[config.mk]
export PLATFORM = sky130hd
export DESIGN_NAME = mem_sdp_param
export DESIGN_NICKNAME = d
export VERILOG_FILES = /design/src/rtl/mem_sdp_param.sv
export SDC_FILE = /design/constraint.sdc
export NUM_CORES = 2
export LEC_CHECK = 0
export CAP_MARGIN = 20
export CORE_AREA = 2 2 263 524
export DETAILED_ROUTE_END_ITERATION = 6
export DIE_AREA = 0 0 265 526
export PLACE_DENSITY = 0.84
export SYNTH_ARGS = -nofsm -noshare
export SYNTH_HDL_FRONTEND = slang
export SYNTH_SLANG_ARGS = --single-unit
[constraint.sdc]
create_clock -name clk -period 10.1 [get_ports clk]
set_clock_uncertainty 0.1 [all_clocks]
set_input_delay 2.02 -clock clk [delete_from_list [all_inputs] [get_ports clk]]
set_output_delay 2.02 -clock clk [all_outputs]
set_load 0.05 [all_outputs]
[src/rtl/mem_sdp_param.sv]
// Simple-dual-port synchronous RAM with per-byte write enables, 1- or 2-cycle
// read latency, selectable read-during-write behaviour and an optional post-reset clear.
module mem_sdp_param #(
    parameter int DATA_W         = 32,
    parameter int DEPTH          = 64,
    parameter int ADDR_W         = $clog2(DEPTH),
    parameter int RD_LAT         = 1,
    parameter int RDW_MODE       = 0,
    parameter int CLEAR_ON_RESET = 1
) (
    input  logic                clk,
    input  logic                reset,
    input  logic                wr_en_i,
    input  logic [ADDR_W-1:0]   wr_addr_i,
    input  logic [DATA_W-1:0]   wr_data_i,
    input  logic [DATA_W/8-1:0] wr_be_i,
    input  logic                rd_en_i,
    input  logic [ADDR_W-1:0]   rd_addr_i,
    output logic [DATA_W-1:0]   rd_data_o,
    output logic                rd_valid_o,
    output logic                busy_o
);
    localparam int                NBYTES    = DATA_W / 8;
    localparam logic [ADDR_W:0]   DEPTH_W   = (ADDR_W + 1)'(DEPTH);
    localparam logic [ADDR_W-1:0] LAST_ADDR = ADDR_W'(DEPTH - 1);

    if ((RD_LAT != 1) && (RD_LAT != 2)) begin : g_bad_rd_lat
        $error("mem_sdp_param: RD_LAT must be 1 or 2");
    end
    if ((DATA_W % 8) != 0) begin : g_bad_data_w
        $error("mem_sdp_param: DATA_W must be a multiple of 8");
    end

    function automatic logic [DATA_W-1:0] merge_bytes(
        input logic [DATA_W-1:0] old_word,
        input logic [DATA_W-1:0] new_word,
        input logic [NBYTES-1:0] be
    );
        logic [DATA_W-1:0] res;
        res = old_word;
        for (int b = 0; b < NBYTES; b++) begin
            if (be[b]) begin
                res[8*b +: 8] = new_word[8*b +: 8];
            end else begin
                res[8*b +: 8] = old_word[8*b +: 8];
            end
        end
        return res;
    endfunction

    typedef enum logic [0:0] {
        ST_IDLE  = 1'b0,
        ST_CLEAR = 1'b1
    } state_e;

    state_e            state_q;
    logic [ADDR_W-1:0] clr_cnt_q;
    logic              busy_q;

    logic              wr_in_range_s;
    logic              wr_fire_s;
    logic              mem_we_s;
    logic [ADDR_W-1:0] mem_waddr_s;
    logic [DATA_W-1:0] mem_wdata_s;
    logic [NBYTES-1:0] mem_be_s;

    logic              rd_in_range_s;
    logic              rd_valid1_d;
    logic [DATA_W-1:0] rd_old_s;
    logic [DATA_W-1:0] rd_data1_d;
    logic              rd_valid1_q;
    logic [DATA_W-1:0] rd_data1_q;

    logic [DATA_W-1:0] mem_q [DEPTH];

    // Clear sequencer: after reset, walks every address once, then idles.
    always_ff @(posedge clk) begin
        if (reset) begin
            clr_cnt_q <= '0;
            if (CLEAR_ON_RESET != 0) begin
                state_q <= ST_CLEAR;
                busy_q  <= 1'b1;
            end else begin
                state_q <= ST_IDLE;
                busy_q  <= 1'b0;
            end
        end else begin
            case (state_q)
                ST_CLEAR: begin
                    if (clr_cnt_q == LAST_ADDR) begin
                        state_q   <= ST_IDLE;
                        busy_q    <= 1'b0;
                        clr_cnt_q <= '0;
                    end else begin
                        clr_cnt_q <= clr_cnt_q + ADDR_W'(1);
                    end
                end
                ST_IDLE: begin
                    state_q <= ST_IDLE;
                    busy_q  <= 1'b0;
                end
                default: begin
                    state_q   <= ST_IDLE;
                    busy_q    <= 1'b0;
                    clr_cnt_q <= '0;
                end
            endcase
        end
    end

    // Array write-port mux: the clear sequencer owns the port while busy.
    always_comb begin
        wr_in_range_s = ({1'b0, wr_addr_i} < DEPTH_W);
        wr_fire_s     = wr_en_i && !busy_q && wr_in_range_s;
        if (busy_q) begin
            mem_we_s    = 1'b1;
            mem_waddr_s = clr_cnt_q;
            mem_wdata_s = '0;
            mem_be_s    = '1;
        end else begin
            mem_we_s    = wr_fire_s;
            mem_waddr_s = wr_addr_i;
            mem_wdata_s = wr_data_i;
            mem_be_s    = wr_be_i;
        end
    end

    // Array storage; each byte lane updates only under its own enable.
    always_ff @(posedge clk) begin
        if (mem_we_s) begin
            for (int b = 0; b < NBYTES; b++) begin
                if (mem_be_s[b]) begin
                    mem_q[mem_waddr_s][8*b +: 8] <= mem_wdata_s[8*b +: 8];
                end
            end
        end
    end

    // Read lookup; out-of-range or idle reads produce an all-zero word.
    always_comb begin
        rd_in_range_s = ({1'b0, rd_addr_i} < DEPTH_W);
        rd_valid1_d   = rd_en_i && !busy_q;
        rd_old_s      = '0;
        rd_data1_d    = '0;
        if (rd_valid1_d && rd_in_range_s) begin
            rd_old_s = mem_q[rd_addr_i];
            // Write-through forwards the merged word of a same-cycle write.
            if ((RDW_MODE == 1) && wr_fire_s && (wr_addr_i == rd_addr_i)) begin
                rd_data1_d = merge_bytes(rd_old_s, wr_data_i, wr_be_i);
            end else begin
                rd_data1_d = rd_old_s;
            end
        end else begin
            rd_data1_d = '0;
        end
    end

    // First read stage.
    always_ff @(posedge clk) begin
        if (reset) begin
            rd_valid1_q <= 1'b0;
            rd_data1_q  <= '0;
        end else begin
            rd_valid1_q <= rd_valid1_d;
            rd_data1_q  <= rd_data1_d;
        end
    end

    if (RD_LAT == 2) begin : g_lat2
        logic              rd_valid2_q;
        logic [DATA_W-1:0] rd_data2_q;

        // Second read stage, carrying the valid qualifier alongside the data.
        always_ff @(posedge clk) begin
            if (reset) begin
                rd_valid2_q <= 1'b0;
                rd_data2_q  <= '0;
            end else begin
                rd_valid2_q <= rd_valid1_q;
                rd_data2_q  <= rd_data1_q;
            end
        end

        assign rd_valid_o = rd_valid2_q;
        assign rd_data_o  = rd_data2_q;
    end else begin : g_lat1
        assign rd_valid_o = rd_valid1_q;
        assign rd_data_o  = rd_data1_q;
    end

    assign busy_o = busy_q;

endmodule

==> flow_metrics.py <==
metrics = {
    "worst_hold_path": {
        "hold_depth": 2,
        "whs_endpoint": "clr_cnt_q[5]",
        "hold_class": "register to register",
        "hp-start": "clr_cnt_q[5]",
    },
    "sta": {
        "max_freq_mhz": 169,
        "hold_slack_ns": 0.465,
        "setup_violations": 0,
        "rsz0062_at_grt": "false",
        "slew_headroom": 0.100,
        "setup-tns-final_ns": 0,
        "fin_crit_sh": 0.585,
        "drv_slew": 0,
        "min_period_ns": 5.91,
        "worstMarginPinSlew_ns": 1.35,
        "hold_viol": 0,
    },
    "synthesis": {
        "synth_fp_nets": 3713,
        "synthAdderAreaFrac": 0.000155,
        "synth_top_family_by_area": "multiplexers",
        "ys.flop_type": "edfxtp_1",
        "synth_top_area_frac": 0.761,
        "async_flop_share": 0,
        "synth_warnings": 0,
        "syn_area_um2": 80800,
        "synth_xor_area_frac": 0.000217,
        "synth_edf_count": 2048,
        "seq_area_frac_synth": 0.772,
        "avgSynthCellArea_um2": 22.1,
        "synth_mux_area_frac": 0.174,
        "synth_cells": 3660,
        "synth_compound_area_frac": 0.0129,
        "ys_types": 55,
        "ys_ff_latch": 2089,
        "yosys.area_share.simple": 0.0280,
        "synthTopCellsByArea": "edfxtp_1 76%, mux4_2 16%, mux2i_1 1.1%, dfxtp_1 1.0%, nor2_1 1.0%",
        "synth_top_cell_by_area": "edfxtp_1",
    },
    "placed_design": {
        "place.gp.congestion": 0.878,
        "place_hpwl_um": 129000,
        "dpl_cell_area_um2": 83900,
        "io_buffers": 85,
    },
    "floorplanning": {
        "die_w_um": 265,
        "row_count": 191,
        "core_um2": 135000,
        "die_h_um": 526,
        "die_area_um2": 139000,
        "initial_core_util": 0.597,
        "ios": 86,
    },
    "pwr": {
        "p_clk_frac": 0.396,
        "powerDensity_nw_per_um2": 189,
        "switching_share": 0.212,
        "ir_worst_vdd_uv": 172,
        "p_sw_uw": 3590,
        "p_seq_frac": 0.558,
        "combPwrFrac": 0.046,
        "p_int_uw": 13300,
        "p_leak_uw": 0.0286,
    },
    "clock_tree": {
        "postCtsHoldBufs": 0,
        "postCtsSetupBuffers": 0,
        "clkTransAtPathRegs_ns": 0.07,
        "numCtsBuffers": 159,
        "cts_tree": "yes",
        "cts_resized": 0,
        "cts_max_path_buffers": 3,
        "insertion_delay_ns": 0.80,
        "htreeDepth": 4,
        "root_buffer": "clkbuf_16",
        "cts_sinks": 2089,
    },
    "worst_setup_path": {
        "cp.arrival_ns": 6.52,
        "worst_setup_path_end_kind": "register",
        "criticalPathCategory": "primary input to register",
        "rr_endpoint": "mem_q[16][21]",
        "r2r_start": "busy_o",
        "cp_max_fo": 10,
        "critPathLaunchType": "primary input",
        "reg2reg_depth": 5,
        "crit_required_ns": 10.71,
        "worstSetupStartpoint": "reset",
        "rrSetupSlack_ns": 5.11,
    },
    "grt": {
        "antenna_found_initial": 7,
        "grt_pass1_wl_um": 324000,
        "globalRouteTotalUtil": 0.335,
        "grt_pass1_vias": 43043,
        "grt_max_degree": 126,
        "grt.overflow.total": 0,
    },
    "routing": {
        "ant_nets": 0,
        "drt_first_pass_iters": 7,
        "first_iter_violations": 7443,
        "via_count": 42209,
        "via_per_inst": 7.37,
        "remaining_drc_errors": 13,
        "routedWlPerCell_um": 40.8,
        "wirelength_um": 234000,
    },
    "outcome": {
        "status": "complete, but fails checks",
        "violations": "DRC",
    },
    "layout": {
        "fin_area_um2": 89600,
        "drive_gt1_frac": 0.264,
        "area_growth_syn_to_layout_pct": 11.0,
        "postLayoutCoreUtil": 0.663,
        "nets": 3903,
    },
    "flow_run": {
        "maxCapViolCount": 0,
    },
}
-- worst max path at each step --
stage,end,depth (start not counted)
2_1_floorplan,mem_q[0][0],1
3_3_place_gp,rd_data_o[19],8
3_5_place_dp,rd_data_o[15],9
4_1_cts,rd_data_o[15],9
5_1_grt,rd_data_o[11],9
6_report,rd_data_o[15],9
-- metrics by stage --
stage / total power [uW] / std cells / setup slack [ns]
2_1_floorplan: 10100 / 3660 / 5.87
3_3_place_gp: 10300 / 5353 / 3.10
3_5_place_dp: 10300 / 5376 / 3.97
4_1_cts: 16800 / 5670 / 4.63
5_1_grt: 17200 / 5721 / 4.49
6_report: 16900 / 5727 / 4.19
-- cells in the final DEF (no fill, tap or decap), types with 34 or more instances in the layout --
master	netlist	layout
mux2i_1	90	89
nor2_1	215	210
mux4_2	571	571
clkdlybuf4s50_1	0	80
nor3_1	74	72
buf_2	48	34
clkbuf_16	0	169
buf_4	30	81
nand3_1	45	44
dfxtp_1	41	40
nand2_1	134	131
edfxtp_1	2048	2048
-- cell type report --
| cell class | count | area [um2] |
|---|---|---|
| antenna | 7 | 17.5 |
| timing repair buffer | 233 | 2020 |
| clock inverter | 96 | 1010 |
| multi-input combinational | 1357 | 17700 |
| clock buffer | 198 | 4390 |
| inverter | 10 | 41.3 |
| tap | 1737 | 2170 |
| sequential | 2089 | 62300 |
| fill | 7645 | 45600 |
-- cell usage after synthesis (35+ instances only) --
cell type     n
buf_1        35
nor2b_1      37
buf_2        48
nand2_1     134
dfxtp_1      41
mux2i_1      90
nor2_1      215
nor3_1       74
clkbuf_1     75
edfxtp_1   2048
nand3_1      45
mux4_2      571
-- routing by layer --
| layer | vias to the layer above | track usage | routed length [um] |
|---|---|---|---|
| li1 | 15693 | - | - |
| met4 | 8 | 0.265 | 23400 |
| met3 | 1098 | 0.0806 | 28100 |
| met2 | 4189 | 0.545 | 116000 |
| met5 | - | 0.00211 | 77 |
| met1 | 21221 | 0.379 | 66200 |
-- power by group through the flow --
stage / Sequential (uW) / Combinational [uW] / Clock [uW]
global placement: 9620 / 714 / 0
detailed placement: 9620 / 725 / 0
global route: 9430 / 782 / 6940
floorplan: 9610 / 476 / 0
CTS: 9430 / 748 / 6660
finish: 9430 / 778 / 6700
-- flip-flops by register name, summed over array words and instances (netlist names) --
signal	cells
rd_data_o	32
busy_o	1
rd_valid_o	1
mem_q	2048
state_q	1
clr_cnt_q	6
-- cells by family (layout without fill, tap and decap cells) --
group | count (synthesis) | in the layout
xor+xnor | 2 | 2
mux | 684 | 684
compound gates | 147 | 147
fa+ha+maj | 1 | 1
simple gates | 523 | 523
other cells | 0 | 7
buf+inv | 214 | 537
flops | 2089 | 2089
-- worst max-delay path: stages --
cell	delay (ns)
clkdlybuf4s50_1	0.56
inv_1	0.17
nand3_1	0.90
inv_2	0.75
nand2_1	0.61
nor2_1	0.93
buf_6	0.27
a22oi_1	0.15
nand2_1	0.15
Note: power is estimated with default switching activity, not from simulation.
